File: src/rtl/uart_pkg.sv
// Shared types and constants for the UART transmit path.
// Optional feature macro: UART_TX_PARITY_EN adds an even-parity bit state.
package uart_pkg;

    localparam int DEFAULT_CYCLES_PER_BIT = 21812;
    localparam int DATA_BITS_PER_FRAME    = 8;

    // Frame states; encoding is fixed at 3 bits so both builds share one width.
    typedef enum logic [2:0] {
        IDLE      = 3'd0,
        START_BIT = 3'd1,
        DATA_BITS = 3'd2,
        STOP_BIT  = 3'd3
`ifdef UART_TX_PARITY_EN
        ,
        PARITY_BIT = 3'd4
`endif
    } TxState;

endpackage

File: src/rtl/uart_bit_timer.sv
// Bit-period timer: free-running counter that pulses o_tick on the last
// cycle of each bit period and restarts from zero whenever i_clear is high.
module uart_bit_timer
    import uart_pkg::*;
#(
    parameter int CYCLES_PER_BIT = DEFAULT_CYCLES_PER_BIT,
    parameter int CNT_W          = 24
) (
    input  logic clk,
    input  logic i_reset_n,
    input  logic i_clear,
    output logic o_tick
);

    localparam logic [CNT_W-1:0] LAST_COUNT = CNT_W'(CYCLES_PER_BIT - 1);

    logic [CNT_W-1:0] cnt_q;
    logic [CNT_W-1:0] cnt_d;

    assign o_tick = !i_clear && (cnt_q == LAST_COUNT);

    // Next count: wrap at the bit boundary, hold at zero while cleared.
    always_comb begin
        // NOTE: assigning a default first keeps every path driven, so no latch is inferred.
        cnt_d = cnt_q + CNT_W'(1);
        if (i_clear || (cnt_q == LAST_COUNT)) begin
            cnt_d = '0;
        end
    end

    // Counter register.
    always_ff @(posedge clk or negedge i_reset_n) begin
        // NOTE: state registers use non-blocking assignment so all flops update together.
        if (!i_reset_n) begin
            cnt_q <= '0;
        end else begin
            cnt_q <= cnt_d;
        end
    end

endmodule

File: src/rtl/uart_transmitter.sv
// 8N1 UART transmitter with a one-entry holding register for back-to-back
// frames. Byte bit i_data[0] goes on the wire first; o_tx is a flop.
// Optional feature macro: UART_TX_PARITY_EN inserts an even-parity bit
// before the stop bit (frame becomes 11 bit periods).
module uart_transmitter
    import uart_pkg::*;
#(
    parameter int CYCLES_PER_BIT = DEFAULT_CYCLES_PER_BIT,
    parameter int CNT_W          = 24
) (
    input  logic       clk,
    input  logic       i_reset_n,
    input  logic [0:7] i_data,
    input  logic       i_valid,
    output logic       o_ready,
    output logic       o_tx,
    output logic       o_busy
);

    localparam logic [2:0] LAST_BIT_IDX = 3'(DATA_BITS_PER_FRAME - 1);

    TxState     state_q,      state_d;
    logic [0:7] hold_data_q,  hold_data_d;
    logic       hold_valid_q, hold_valid_d;
    logic [0:7] shift_q,      shift_d;
    logic [2:0] bit_idx_q,    bit_idx_d;
    logic       tx_q,         tx_d;

    logic bit_tick;
    logic timer_clear;
    logic accept;

    // The timer idles at zero so the start bit always gets a full period.
    assign timer_clear = (state_q == IDLE);
    assign accept      = i_valid && !hold_valid_q;

    assign o_ready = !hold_valid_q;
    assign o_tx    = tx_q;
    assign o_busy  = (state_q != IDLE);

    uart_bit_timer #(
        .CYCLES_PER_BIT(CYCLES_PER_BIT),
        .CNT_W         (CNT_W)
    ) u_bit_timer (
        .clk      (clk),
        .i_reset_n(i_reset_n),
        .i_clear  (timer_clear),
        .o_tick   (bit_tick)
    );

    // Next-state logic: byte acceptance, frame sequencing and line level.
    always_comb begin
        state_d      = state_q;
        hold_data_d  = hold_data_q;
        hold_valid_d = hold_valid_q;
        shift_d      = shift_q;
        bit_idx_d    = bit_idx_q;

        // Acceptance needs an empty holder and launch needs a full one,
        // so the two never collide on hold_valid_d.
        if (accept) begin
            hold_data_d  = i_data;
            hold_valid_d = 1'b1;
        end

        case (state_q)
            IDLE: begin
                if (hold_valid_q) begin
                    shift_d      = hold_data_q;
                    hold_valid_d = 1'b0;
                    state_d      = START_BIT;
                end
            end
            START_BIT: begin
                if (bit_tick) begin
                    bit_idx_d = '0;
                    state_d   = DATA_BITS;
                end
            end
            DATA_BITS: begin
                if (bit_tick) begin
                    if (bit_idx_q == LAST_BIT_IDX) begin
`ifdef UART_TX_PARITY_EN
                        state_d = PARITY_BIT;
`else
                        state_d = STOP_BIT;
`endif
                    end else begin
                        bit_idx_d = bit_idx_q + 3'd1;
                    end
                end
            end
`ifdef UART_TX_PARITY_EN
            PARITY_BIT: begin
                if (bit_tick) begin
                    state_d = STOP_BIT;
                end
            end
`endif
            STOP_BIT: begin
                if (bit_tick) begin
                    if (hold_valid_q) begin
                        // Queued byte launches straight into its start bit.
                        shift_d      = hold_data_q;
                        hold_valid_d = 1'b0;
                        state_d      = START_BIT;
                    end else begin
                        state_d = IDLE;
                    end
                end
            end
            default: begin
                state_d = IDLE;
            end
        endcase

        // Line level follows the registered state, one cycle behind it.
        case (state_q)
            START_BIT: tx_d = 1'b0;
            DATA_BITS: tx_d = shift_q[bit_idx_q];
`ifdef UART_TX_PARITY_EN
            PARITY_BIT: tx_d = ^shift_q;
`endif
            default:   tx_d = 1'b1;
        endcase
    end

    // Frame state machine and holding register; reset aborts any frame.
    always_ff @(posedge clk or negedge i_reset_n) begin
        if (!i_reset_n) begin
            state_q      <= IDLE;
            hold_data_q  <= '0;
            hold_valid_q <= 1'b0;
            shift_q      <= '0;
            bit_idx_q    <= '0;
            tx_q         <= 1'b1;
        end else begin
            state_q      <= state_d;
            hold_data_q  <= hold_data_d;
            hold_valid_q <= hold_valid_d;
            shift_q      <= shift_d;
            bit_idx_q    <= bit_idx_d;
            tx_q         <= tx_d;
        end
    end

endmodule

File: config.mk
export PLATFORM = sky130hd
export DESIGN_NAME = uart_transmitter
export DESIGN_NICKNAME = d
export VERILOG_FILES = /design/src/rtl/uart_pkg.sv /design/src/rtl/uart_bit_timer.sv /design/src/rtl/uart_transmitter.sv
export SDC_FILE = /design/constraint.sdc
export NUM_CORES = 1
export LEC_CHECK = 0
export BUFFER_PORTS_ARGS = -buffer_cell sky130_fd_sc_hd__buf_2
export CELL_PAD_IN_SITES_DETAIL_PLACEMENT = 1
export CELL_PAD_IN_SITES_GLOBAL_PLACEMENT = 2
export CORE_UTILIZATION = 30
export DETAILED_ROUTE_END_ITERATION = 10
export GPL_TIMING_DRIVEN = 0
export PLACE_DENSITY_LB_ADDON = 0.1
export SLEW_MARGIN = 5
export SYNTH_ARGS = -nofsm -noshare
export SYNTH_HDL_FRONTEND = slang
export SYNTH_SLANG_ARGS = --single-unit
File: constraint.sdc
create_clock -name clk -period 2.1 [get_ports clk]
set_input_delay 0.525 -clock clk [delete_from_list [all_inputs] [get_ports clk]]
set_output_delay 0.525 -clock clk [all_outputs]
set_load 0.01 [all_outputs]
==> impl_metrics.json <==
{
  "status": "finished, final reports clean",
  "cp_slowest_stage_delay_ns": 0.61,
  "cp-end-kind": "flip-flop",
  "syn_inst": 221,
  "crit_path_start_kind": "flip-flop",
  "r2r_start": "u_bit_timer.cnt_q[15]",
  "dp_slack_ns": -0.0820,
  "initial_core_util": 0.313,
  "clkLatencyLatePin_ns": 0.30,
  "cts_buffer_depth": 2,
  "wirelength_um": 5590,
  "synth.cell_area_um2": 2430,
  "clk_pin_slew_worst_paths_ns": 0.10,
  "ys_seq_area_frac": 0.484,
  "crit_slowest_cell": "or4b_4",
  "ff2ff_setup_slack_ns": 0.1,
  "synth.distinct_cells": 42,
  "tightest_slew_ns": 1.10,
  "grt_max_degree": 48,
  "die_area_um2": 8470,
  "io_buffer_count": 13,
  "critPathRequiredTime_ns": 2.30,
  "synth-adder-area-share": 0.0360,
  "p_leak_nw": 1.14,
  "rsz0062_at_grt": "false",
  "final_layout_size_suffix_gt1_frac": 0.242,
  "synth_top_family_by_area": "simple AND/OR/NAND/NOR gates",
  "wl_met2_um": 2590,
  "synth_fp_nets": 239,
  "synth-seq-cells": 47,
  "rows": 32,
  "yosys_warnings": 0,
  "drc": 0,
  "powerDensity_nw_per_um2": 1080,
  "period_needed_ns": 2.00,
  "grt_pass1_wl_um": 9860,
  "yosysTopAreaCellShare": 0.473,
  "fin_crit_sh": 0.955,
  "clock-sinks": 47,
  "slew_headroom": 0.268,
  "nets": 257,
  "die_x_um": 92.0,
  "cp.arrival_ns": 2.20,
  "antenna_found_initial": 0,
  "worstPathMaxFanout": 10,
  "drtIter0Drc": 40,
  "topRoutingLayerUsed": "met4",
  "drtPass1Iterations": 4,
  "grt_overflow": 0,
  "path_cells": "or4b_4 -> or2_4 -> o21ai_4 -> buf_4 -> nor2_1",
  "path_buf_inv": 1,
  "crit_family": "simple AND/OR/NAND/NOR gates",
  "synth_compound_area_frac": 0.0813,
  "synth_area_leaders": "dfrtp_1 47%, mux2_2 8.3%, ha_1 3.6%, xor2_1 2.9%, nand4_1 2.8%",
  "slew_viol_final": 0,
  "synth-edff-count": 0,
  "core_um2": 7770,
  "avgSynthCellArea_um2": 11.0,
  "drt-vias-per-instance": 5.19,
  "grt_pass1_vias": 1876,
  "max-vdd-ir-drop_v": 0.000468,
  "ios": 14,
  "synth_area_leader_cell": "dfrtp_1",
  "worstHoldPathType": "in2async",
  "drv_cap": 0,
  "wl_met3_um": 129,
  "synth_xor_area_frac": 0.0468,
  "cp.depth": 5,
  "synthFlopType": "dfrtp_1",
  "r2r_cells": 5,
  "synthMuxAreaShare": 0.118,
  "async_reset_ff_frac": 1.00,
  "antenna_left": 0,
  "grtUsageTotal": 0.150,
  "htreeDepth": 2,
  "finalHoldViolCount": 0,
  "utilization": 0.357,
  "path_class": "reg2reg",
  "syn_to_final_growth_pct": 13.9,
  "clock_skew_ns": 0.0108,
  "vias": 1776,
  "met1_length_um": 2820,
  "cts_buffers": 5,
  "cts_tree": "done",
  "wire_per_inst_um": 16.4,
  "setup_ws_ns": 0.0950,
  "max_freq_mhz": 499,
  "die_h_um": 92.0,
  "dp_hpwl_um": 4010,
  "r2r_end": "u_bit_timer.cnt_q[2]",
  "setup_viol": 0,
  "gp_congestion": 0.701,
  "synthSimpleGateAreaFrac": 0.203,
  "clock-root-buffer": "clkbuf_8",
  "diodes": 0
}
==> power breakdown <==
part	switching (mW)	total, mW	internal [mW]
logic	0.519	0.983	0.464
registers	0.171	1.32	1.15
clock network	0.341	0.700	0.359
==> metrics by stage <==
stage                     hold WS [ns]  instances  TNS (ns)  total power [mW]  instance area (µm²)
after floorplan                  0.229        221         0              2.03                 2430
after global placement           0.483        336   -0.0733              2.31                 2630
after detailed placement         0.494        336    -0.317              2.34                 2630
after CTS                        0.434        343         0              3.06                 2750
after global routing             0.436        342         0              3.23                 2770
final                            0.412        342         0              3.01                 2770
==> synthesized netlist by cell type (all sizes together) (7+ instances only) <==
| cell | number |
|---|---|
| o21ai | 8 |
| inv | 7 |
| nor4 | 7 |
| nor2 | 16 |
| ha | 7 |
| nand4 | 11 |
| mux2 | 18 |
| xor2 | 8 |
| nand3 | 11 |
| a21oi | 11 |
| nand2 | 8 |
| dfrtp | 46 |
==> worst max path at each step <==
stage                            endpoint  slack, ns             startpoint
floorplan                      shift_q[0]       0.27             state_q[0]
global placement             bit_idx_q[2]      -0.04   u_bit_timer.cnt_q[0]
detailed placement           bit_idx_q[2]      -0.08   u_bit_timer.cnt_q[0]
CTS                  u_bit_timer.cnt_q[2]       0.02   u_bit_timer.cnt_q[0]
global route        u_bit_timer.cnt_q[22]       0.01  u_bit_timer.cnt_q[15]
finish               u_bit_timer.cnt_q[2]        0.1  u_bit_timer.cnt_q[15]
==> sequential cells by signal (all words and copies together), names as in the netlist <==
signal / count
bit_idx_q: 3
hold_data_q: 8
hold_valid_q: 1
o_tx: 1
shift_q: 8
state_q: 2
u_bit_timer.cnt_q: 24
==> cell families (layout without fill, tap and decap cells) <==
group,count (synthesis),count (layout)
buf+inv,17,36
mux,24,24
flops,47,47
xor+xnor,13,13
fa+ha+maj,7,7
compound gates,30,30
simple gates,83,83
==> what timing repair did <==
action | in CTS | in global routing
buffers inserted | 0 | 1
setup endpoints to repair | 11 | 34
pin swaps | 0 | 1
hold endpoints to repair | 0 | 0
gates resized for setup | 3 | 4
hold buffers | 0 | 0
==> cells in the final DEF, fill, tap and decap left out, drive strengths merged, types with 8 or more instances in the layout <==
| cell | instances |
|---|---|
| nand3 | 11 |
| mux2 | 18 |
| nand2 | 8 |
| o21ai | 8 |
| nand4 | 11 |
| clkbuf | 8 |
| a21oi | 11 |
| buf | 18 |
| dfrtp | 46 |
| inv | 8 |
| xor2 | 8 |
| nor2 | 16 |
==> layout make-up <==
| type | instances | area [µm²] |
|---|---|---|
| Timing Repair Buffer | 14 | 72.6 |
| Buffer | 7 | 36.3 |
| Clock buffer | 5 | 68.8 |
| Sequential cell | 47 | 1180 |
| Tap cell | 102 | 128 |
| Multi-Input combinational cell | 157 | 1220 |
| Fill cell | 911 | 5000 |
| Inverter | 7 | 26.3 |
| Clock inverter | 3 | 46.3 |
==> routing by layer <==
metal	vias to the layer above	GRT usage
met1	899	0.210
met2	20	0.237
met3	6	0.0290
met5	-	0
met4	0	0.0352
li1	851	-
Power figures use the tool's default switching activity.
